## config.mk

```make
export PLATFORM = sky130hd
export DESIGN_NAME = seq_multiplier_hs
export DESIGN_NICKNAME = d
export VERILOG_FILES = /design/src/rtl/seq_mul_pkg.sv /design/src/rtl/seq_mul_step.sv /design/src/rtl/seq_multiplier_hs.sv
export SDC_FILE = /design/constraint.sdc
export NUM_CORES = 1
export LEC_CHECK = 0
export ABC_AREA = 1
export CORE_UTILIZATION = 39
export CTS_BUF_LIST = sky130_fd_sc_hd__clkbuf_2 sky130_fd_sc_hd__clkbuf_4 sky130_fd_sc_hd__clkbuf_8
export CTS_CLUSTER_DIAMETER = 80
export CTS_CLUSTER_SIZE = 10
export DETAILED_ROUTE_END_ITERATION = 16
export GPL_TIMING_DRIVEN = 0
export PLACE_DENSITY = 0.72
export SYNTH_ARGS = -nofsm -noshare
export SYNTH_HDL_FRONTEND = slang
export SYNTH_SLANG_ARGS = --single-unit
```

## constraint.sdc

```tcl
create_clock -name clk -period 3.9 [get_ports clk]
set_clock_uncertainty 0.15 [all_clocks]
set_input_delay 0.78 -clock clk [delete_from_list [all_inputs] [get_ports clk]]
set_output_delay 0.78 -clock clk [all_outputs]
set_load 0.03 [all_outputs]
```

## src/rtl/seq_mul_pkg.sv

```systemverilog
// Shared types and helpers for the sequential shift-add multiplier.
// Holds the handshake FSM encoding and the counter-width helper.
package seq_mul_pkg;

   localparam int DEFAULT_N = 24;

   typedef enum logic [1:0] {
      IDLE = 2'd0,
      RUN  = 2'd1,
      DONE = 2'd2
   } state_t;

   // Bits needed to count 0..value-1; value >= 2 keeps the result >= 1.
   function automatic int clog2(input int value);
      int result;
      int remaining;
      result    = 0;
      remaining = value - 1;
      while (remaining > 0) begin
         result++;
         remaining = remaining >> 1;
      end
      return result;
   endfunction

endpackage

```

## src/rtl/seq_mul_step.sv

```systemverilog
// One radix-2 shift-add step of the sequential multiplier (combinational).
// Kept separate so a wider-radix step can replace it without touching the FSM.
module seq_mul_step #(
   parameter int N = 24
) (
   input  logic [N:0]   acc,
   input  logic [N-1:0] b_r,
   input  logic [N-1:0] a_r,
   input  logic         sgn_r,
   input  logic         last,
   output logic [N:0]   acc_next,
   output logic [N-1:0] b_next
);

   logic [N+1:0] acc_ext;
   logic [N+1:0] a_ext;
   logic [N+1:0] sum;

   always_comb begin
      acc_ext = sgn_r ? {acc[N], acc} : {1'b0, acc};
      a_ext   = sgn_r ? {{2{a_r[N-1]}}, a_r} : {2'b00, a_r};
      if (!b_r[0]) begin
         sum = acc_ext;
      end else if (sgn_r && last) begin
         // The multiplier MSB carries weight -2^(N-1) in two's complement.
         sum = acc_ext - a_ext;
      end else begin
         sum = acc_ext + a_ext;
      end
      acc_next = sum[N+1:1];
      b_next   = {sum[0], b_r[N-1:1]};
   end

endmodule

```

## src/rtl/seq_multiplier_hs.sv

```systemverilog
// Radix-2 sequential multiplier with valid/ready handshakes on operands and product.
// Takes exactly N compute cycles; the product is held until the consumer accepts it.
module seq_multiplier_hs
   import seq_mul_pkg::*;
#(
   parameter int N = DEFAULT_N
) (
   input  logic           clk,
   input  logic           rst,
   input  logic           in_valid,
   output logic           in_ready,
   input  logic [N-1:0]   a,
   input  logic [N-1:0]   b,
   input  logic           is_signed,
   output logic           out_valid,
   input  logic           out_ready,
   output logic [2*N-1:0] p,
   output logic           busy
);

   localparam int CW = clog2(N);

   state_t           state_reg, state_next;
   logic [CW-1:0]    count_reg, count_next;
   logic [N:0]       acc_reg, acc_next;
   logic [N-1:0]     a_reg, a_next;
   logic [N-1:0]     b_reg, b_next;
   logic             sgn_reg, sgn_next;
   logic [2*N-1:0]   p_reg, p_next;

   logic [N:0]       step_acc;
   logic [N-1:0]     step_b;
   logic             last;

   assign last = (count_reg == CW'(N - 1));

   seq_mul_step #(.N(N)) u_step (
      .acc      (acc_reg),
      .b_r      (b_reg),
      .a_r      (a_reg),
      .sgn_r    (sgn_reg),
      .last     (last),
      .acc_next (step_acc),
      .b_next   (step_b)
   );

   always_comb begin
      state_next = state_reg;
      count_next = count_reg;
      acc_next   = acc_reg;
      a_next     = a_reg;
      b_next     = b_reg;
      sgn_next   = sgn_reg;
      p_next     = p_reg;
      case (state_reg)
         IDLE: begin
            if (in_valid) begin
               a_next     = a;
               b_next     = b;
               sgn_next   = is_signed;
               acc_next   = '0;
               count_next = '0;
               state_next = RUN;
            end
         end
         RUN: begin
            acc_next = step_acc;
            b_next   = step_b;
            if (last) begin
               p_next     = {step_acc[N-1:0], step_b};
               state_next = DONE;
            end else begin
               count_next = count_reg + CW'(1);
            end
         end
         DONE: begin
            if (out_ready) begin
               state_next = IDLE;
            end
         end
         default: state_next = IDLE;
      endcase
   end

   always_ff @(posedge clk) begin
      if (rst) begin
         state_reg <= IDLE;
         count_reg <= '0;
         acc_reg   <= '0;
         a_reg     <= '0;
         b_reg     <= '0;
         sgn_reg   <= 1'b0;
         p_reg     <= '0;
      end else begin
         state_reg <= state_next;
         count_reg <= count_next;
         acc_reg   <= acc_next;
         a_reg     <= a_next;
         b_reg     <= b_next;
         sgn_reg   <= sgn_next;
         p_reg     <= p_next;
      end
   end

   // Handshake outputs come straight from the state register.
   assign in_ready  = (state_reg == IDLE);
   assign out_valid = (state_reg == DONE);
   assign busy      = (state_reg != IDLE);
   assign p         = p_reg;

endmodule
```

Word-level counts from Yosys, hierarchy flattened
Cells that the tools add are included.
Widths: inputs -> output; s select.
{"block": "word_totals", "regBits": 129, "latchBits": 0, "mem_bits_rw": 0, "romBits": 0, "in_bits": 53, "out_inout_bits": 51, "elab_cells": 41, "mem_count": 0}
{"block": "op_classes", "add_sub_neg": 3, "mul": 0, "div": 0, "order_cmp": 0, "n_eq_ne": 7, "shifts": 0, "n_mux": 15, "bitwise": 0, "reduce_logical": 9}
{"cell": "$mux 26", "n": 4}
{"cell": "$pmux 25 s2", "n": 1}
{"cell": "$pmux 24 s2", "n": 1}
{"cell": "$add 26x26->26", "n": 1}
{"cell": "$sub 26x26->26", "n": 1}
{"cell": "$mux 25", "n": 1}
{"cell": "$mux 24", "n": 1}
{"cell": "$mux 5", "n": 2}
{"cell": "$pmux 5 s2", "n": 1}
{"cell": "$mux 2", "n": 3}
{"cell": "$pmux 2 s3", "n": 1}
{"cell": "$reduce_and 2->1", "n": 3}
{"cell": "$reduce_and 3->1", "n": 2}
{"cell": "$add 5x1->5 const B", "n": 1}
{"cell": "$eq 5x5->1 const B", "n": 1}
{"cell": "$ne 2x1->1 const B", "n": 2}
{"cell": "$ne 2x2->1 const B", "n": 2}
{"cell": "$reduce_bool 2->1", "n": 2}
{"cell": "$eq 2x1->1 const B", "n": 1}
{"cell": "$eq 2x2->1 const B", "n": 1}
{"cell": "$logic_not 2->1", "n": 1}
{"cell": "$logic_and 1x1->1", "n": 1}

Depth between registers and ports, before layout
Gate-level depths: netlist of run 1.
{"block": "logic_depth", "word_depth": 5, "mapped_depth": 27, "depth_no_buf": 27}

Hierarchy
A second synthesis of run 1 with hierarchy kept.
{"block": "hier_totals", "hier_cells": 1185, "hier_area_um2": 7684.9}
{"mod": "seq_multiplier_hs", "instances": 1, "cells_per_inst": 674, "area_each_um2": 4899.7}
{"mod": "seq_mul_step", "instances": 1, "cells_per_inst": 511, "area_each_um2": 2785.2}

Least setup slack after synthesis of run 1
Ideal clock, no wire load.
{"block": "synth_timing", "kind": "register to register", "startpoint": "register count_reg[0]", "endpoint": "register p_reg[47], in the netlist p[47]", "t_arrival_ns": 2.714, "required_ns": 3.641, "slack_ns": 0.927, "path_stages_with_launch": 22, "path_buffers": 1, "cell_sequence": "dfxtp_1 -> ha_1 -> nand2_1 -> nor2_1 -> nand3_2 -> clkbuf_1 -> nand2_1 -> o21ai_0 -> fa_1 -> inv_1 -> nand3_1 -> and2_4 -> o21ai_2 -> nand2_1 -> nand2_2 -> nand2_1 -> nand3_1 -> nand3_2 -> nand2_1 -> nand2_1 -> nand2_1 -> inv_1"}
{"block": "synth_via", "elab_chain_cells": 4, "elab_cells_between_ends": 5}
{"item": "start, declared", "line": "seq_multiplier_hs.sv:24", "text": "logic [CW-1:0] count_reg, count_next;"}
{"item": "start signal, assigned", "line": "seq_multiplier_hs.sv:96", "text": "count_reg <= count_next;"}
{"item": "$eq 5x5->1 (*)", "line": "seq_multiplier_hs.sv:35", "text": "assign last = (count_reg == CW'(N - 1));"}
{"item": "$logic_and 1x1->1", "line": "seq_mul_step.sv:24", "text": "end else if (sgn_r && last) begin"}
{"item": "$mux 26", "line": "seq_mul_step.sv:24"}
{"item": "$mux 26", "line": "seq_mul_step.sv:22", "text": "if (!b_r[0]) begin"}
{"item": "end signal, assigned", "line": "seq_multiplier_hs.sv:101", "text": "p_reg <= p_next;"}
{"item": "end, declared", "line": "seq_multiplier_hs.sv:29", "text": "logic [2*N-1:0] p_reg, p_next;"}
Mark *: on every way between the ends. The rest lies on a longest branch, timed or not.
A chain may end at the register's enable or synchronous reset.

Worst setup path after layout of run 1
{"block": "layout_timing", "startpoint": "register count_reg[0]", "endpoint": "register p_reg[46], in the netlist p[46]"}
The elaborated chain is that of the path after synthesis.

==> impl_metrics.env, run 1 <==
export IMPL_path_common_cell="nand2_1"
export IMPL_critPathCaptureType="register"
export IMPL_final_cell_mix="265 x nand2_1, 129 x dfxtp_1, 122 x nor2_1"
export IMPL_max_cap_viol_count=0
export IMPL_die_h_um=140
export IMPL_cts_buffers=17
export IMPL_ant_nets=0
export IMPL_grt_ovfl_total=0
export IMPL_grt_pass1_vias=6827
export IMPL_final_hold_violation_count=0
export IMPL_start_util_pct=39.7
export IMPL_finalSetupViolCount=0
export IMPL_synthArstFlopShare_pct=0
export IMPL_critPathKind="reg2reg"
export IMPL_n_antenna_cell=0
export IMPL_syn_to_final_growth_pct=24.0
export IMPL_drive_above_1_share_pct=9.98
export IMPL_clkTransAtPathRegs_ns=0.08
export IMPL_grtUsageTotal_pct=22.5
export IMPL_io_buffers=103
export IMPL_fin_crit_sh_pct=93.6
export IMPL_syn_area_mm2=0.00743
export IMPL_worst_path_max_fanout=7
export IMPL_yosysUniqueCellTypes=48
export IMPL_arrival_ns=3.85
export IMPL_dp_hpwl_mm=17.2
export IMPL_num_vias=7510
export IMPL_synth_top_cell_area_share_pct=34.8
export IMPL_hold_path_class="reg2reg"
export IMPL_tightest_slew_ns=0.676
export IMPL_synth_nets=1179
export IMPL_regArea_mm2=0.00258
export IMPL_drt_first_pass_iters=5
export IMPL_cts_tree="built"
export IMPL_outcome="finished clean"
export IMPL_syn_inst=1098
export IMPL_p_total_w=0.00342
export IMPL_die_x_um=140
export IMPL_rows=50
export IMPL_final_common_cell="nand2_1"
export IMPL_drc=0
export IMPL_globalplace_congestion=0.933
export IMPL_leakage_nw=4.03
export IMPL_tns_ns=0
export IMPL_drt_iter0_markers=687
export IMPL_design_die_area_mm2=0.0196
export IMPL_yosysTopAreaCell="dfxtp_1"
export IMPL_core_mm2=0.0187
export IMPL_vdd_ir_drop_max_uv=219
export IMPL_worstPathRequired_ns=4.10
export IMPL_yosysWarningCount=0
export IMPL_grt_max_degree=17
export IMPL_cts_max_level=4
export IMPL_clock_sinks=129
export IMPL_ys_ff_latch=129
export IMPL_largest_register_ffs=48
export IMPL_crit_chain="ha_1, nand2_1, nor2_2, nand3_2, nand2_1, nand2_2, nor2_2, xor2_1, ha_1, nand2_1, inv_1, a21oi_1, o21ai_0, a21oi_1, nand2_1, nand2_1, nand3_1, nand2_1, a21o_1, inv_1"
export IMPL_timing_fmax_mhz=274
export IMPL_max_slew_margin_pct=55.0
export IMPL_slew_violations=0
export IMPL_cpPeakStageDelay_ns=0.38
export IMPL_cp_slowest_cell="dfxtp_1"
export IMPL_synthTopCellsByArea="dfxtp_1 35%, nand2_1 13%, nor2_1 6.2%, inv_1 5.6%, o21ai_0 5.3%"
export IMPL_power_density_mw_per_mm2=371
export IMPL_routedWlPerCell_um=14.9
export IMPL_synth_area_per_cell_um2=6.77
export IMPL_antenna_found_initial=0
export IMPL_wirelength_mm=21.9
export IMPL_dp_cells=1435
export IMPL_cts_root_buf="clkbuf_8"
export IMPL_synth_enable_flop_cells=0
export IMPL_cp_start_kind="register"
export IMPL_finalNetCount=1302
export IMPL_clock_latency_ns=0.45
export IMPL_min_period_ns=3.65
export IMPL_synth_yosys_seq_area_share_pct=34.8
export IMPL_ys_flop_type="dfxtp_1"
export IMPL_clockBufferDepth=2
export IMPL_multi_input_area_mm2=0.00418
export IMPL_grt_first_pass_wirelength_mm=34.6
export IMPL_stdcell_count=1467
export IMPL_ios=104
export IMPL_via_per_inst=5.12
export IMPL_fill_cells=1875
[cell families after synthesis]
group / after synthesis / synth area share [%]
AOI/OAI and AO/OA: 228 / 17.4
xor gates and xnor gates: 33 / 3.89
adders and majority gates: 28 / 4.82
buffers and inverters: 173 / 9.45
DFF: 129 / 34.8
and+or+nand+nor: 507 / 29.7
[synthesized netlist by cell type, drive strengths merged, types with 14 or more instances]
library cell and count:
dfxtp 129, clkbuf 25, xor2 18, nor2 131
o21ai 91, nand3 55, xnor2 15, a21oi 78
ha 27, buf 22, nand2 277, inv 124
or2 19, nor3 14, a211oi 16, a31oi 24
[layout make-up]
| cell class | instances | share of cell area [%] |
|---|---|---|
| Clock buffer | 19 | 2.84 |
| Sequential cell | 129 | 28.0 |
| Tap cell | 234 | 3.18 |
| Multi-Input combinational cell | 796 | 45.3 |
| Timing Repair Buffer | 104 | 11.3 |
| Inverter | 125 | 5.15 |
| Clock inverter | 12 | 1.72 |
| Buffer | 48 | 2.51 |
[critical path: cells and delay by family (launching register included)]
kind	cells	cell delay, ns
simple gates	11	1.36
buf+inv	2	0.10
flops	1	0.38
compound gates	4	0.61
fa+ha+maj	2	0.56
xor+xnor	1	0.37
[metrics by stage]
step	utilization, %	hold slack, ns	setup WS (ns)	area, µm²
final	49.3	0.317	0.251	9220
after global routing	49.3	0.336	-0.0504	9220
after CTS	49.1	0.321	0.173	9180
after detailed placement	46.8	0.306	0.227	8750
after global placement	46.8	0.303	0.233	8750
after floorplan	-	0.294	0.927	7430
[worst paths after layout]
kind / startpoint / to / slack [ns] / cells past startpoint
worst min-delay path: p[5] / p[5] / 0.32 / 2
worst max register to register: count_reg[0] / p[46] / 0.25 / 20
worst min register to register: p[5] / p[5] / 0.32 / 2
worst max-delay path: count_reg[0] / p[46] / 0.25 / 20
[metal layers]
| metal | part of all wire [%] | GRT usage (%) |
|---|---|---|
| met5 | 0 | 0 |
| met4 | 2.9 | 9.25 |
| met3 | 5.3 | 4.00 |
| met2 | 46 | 36.0 |
| met1 | 46 | 29.9 |
[power breakdown]
| group | internal, W | leakage, nW | switching, W |
|---|---|---|---|
| sequential | 0.00138 | 1.05 | 0.0000585 |
| combinational | 0.000285 | 2.77 | 0.000472 |
| clock | 0.000666 | 0.208 | 0.000558 |
[timing repair]
action | CTS | global route
gates resized for setup | 0 | 9
hold endpoints to repair | 0 | 0
hold buffers | 0 | 0
endpoints found under the setup margin | 0 | 10
buffers inserted | 0 | 1
No activity file was read; power rests on OpenSTA's default activity.
==> run 2, diff against run 1 <==
- ABC_CLOCK_PERIOD_IN_PS: default -> 3900
- CTS_CLUSTER_DIAMETER: 80 -> 120
==> results of run 2 <==
No change in the layout: final DEF, timing and power equal those of run 1.
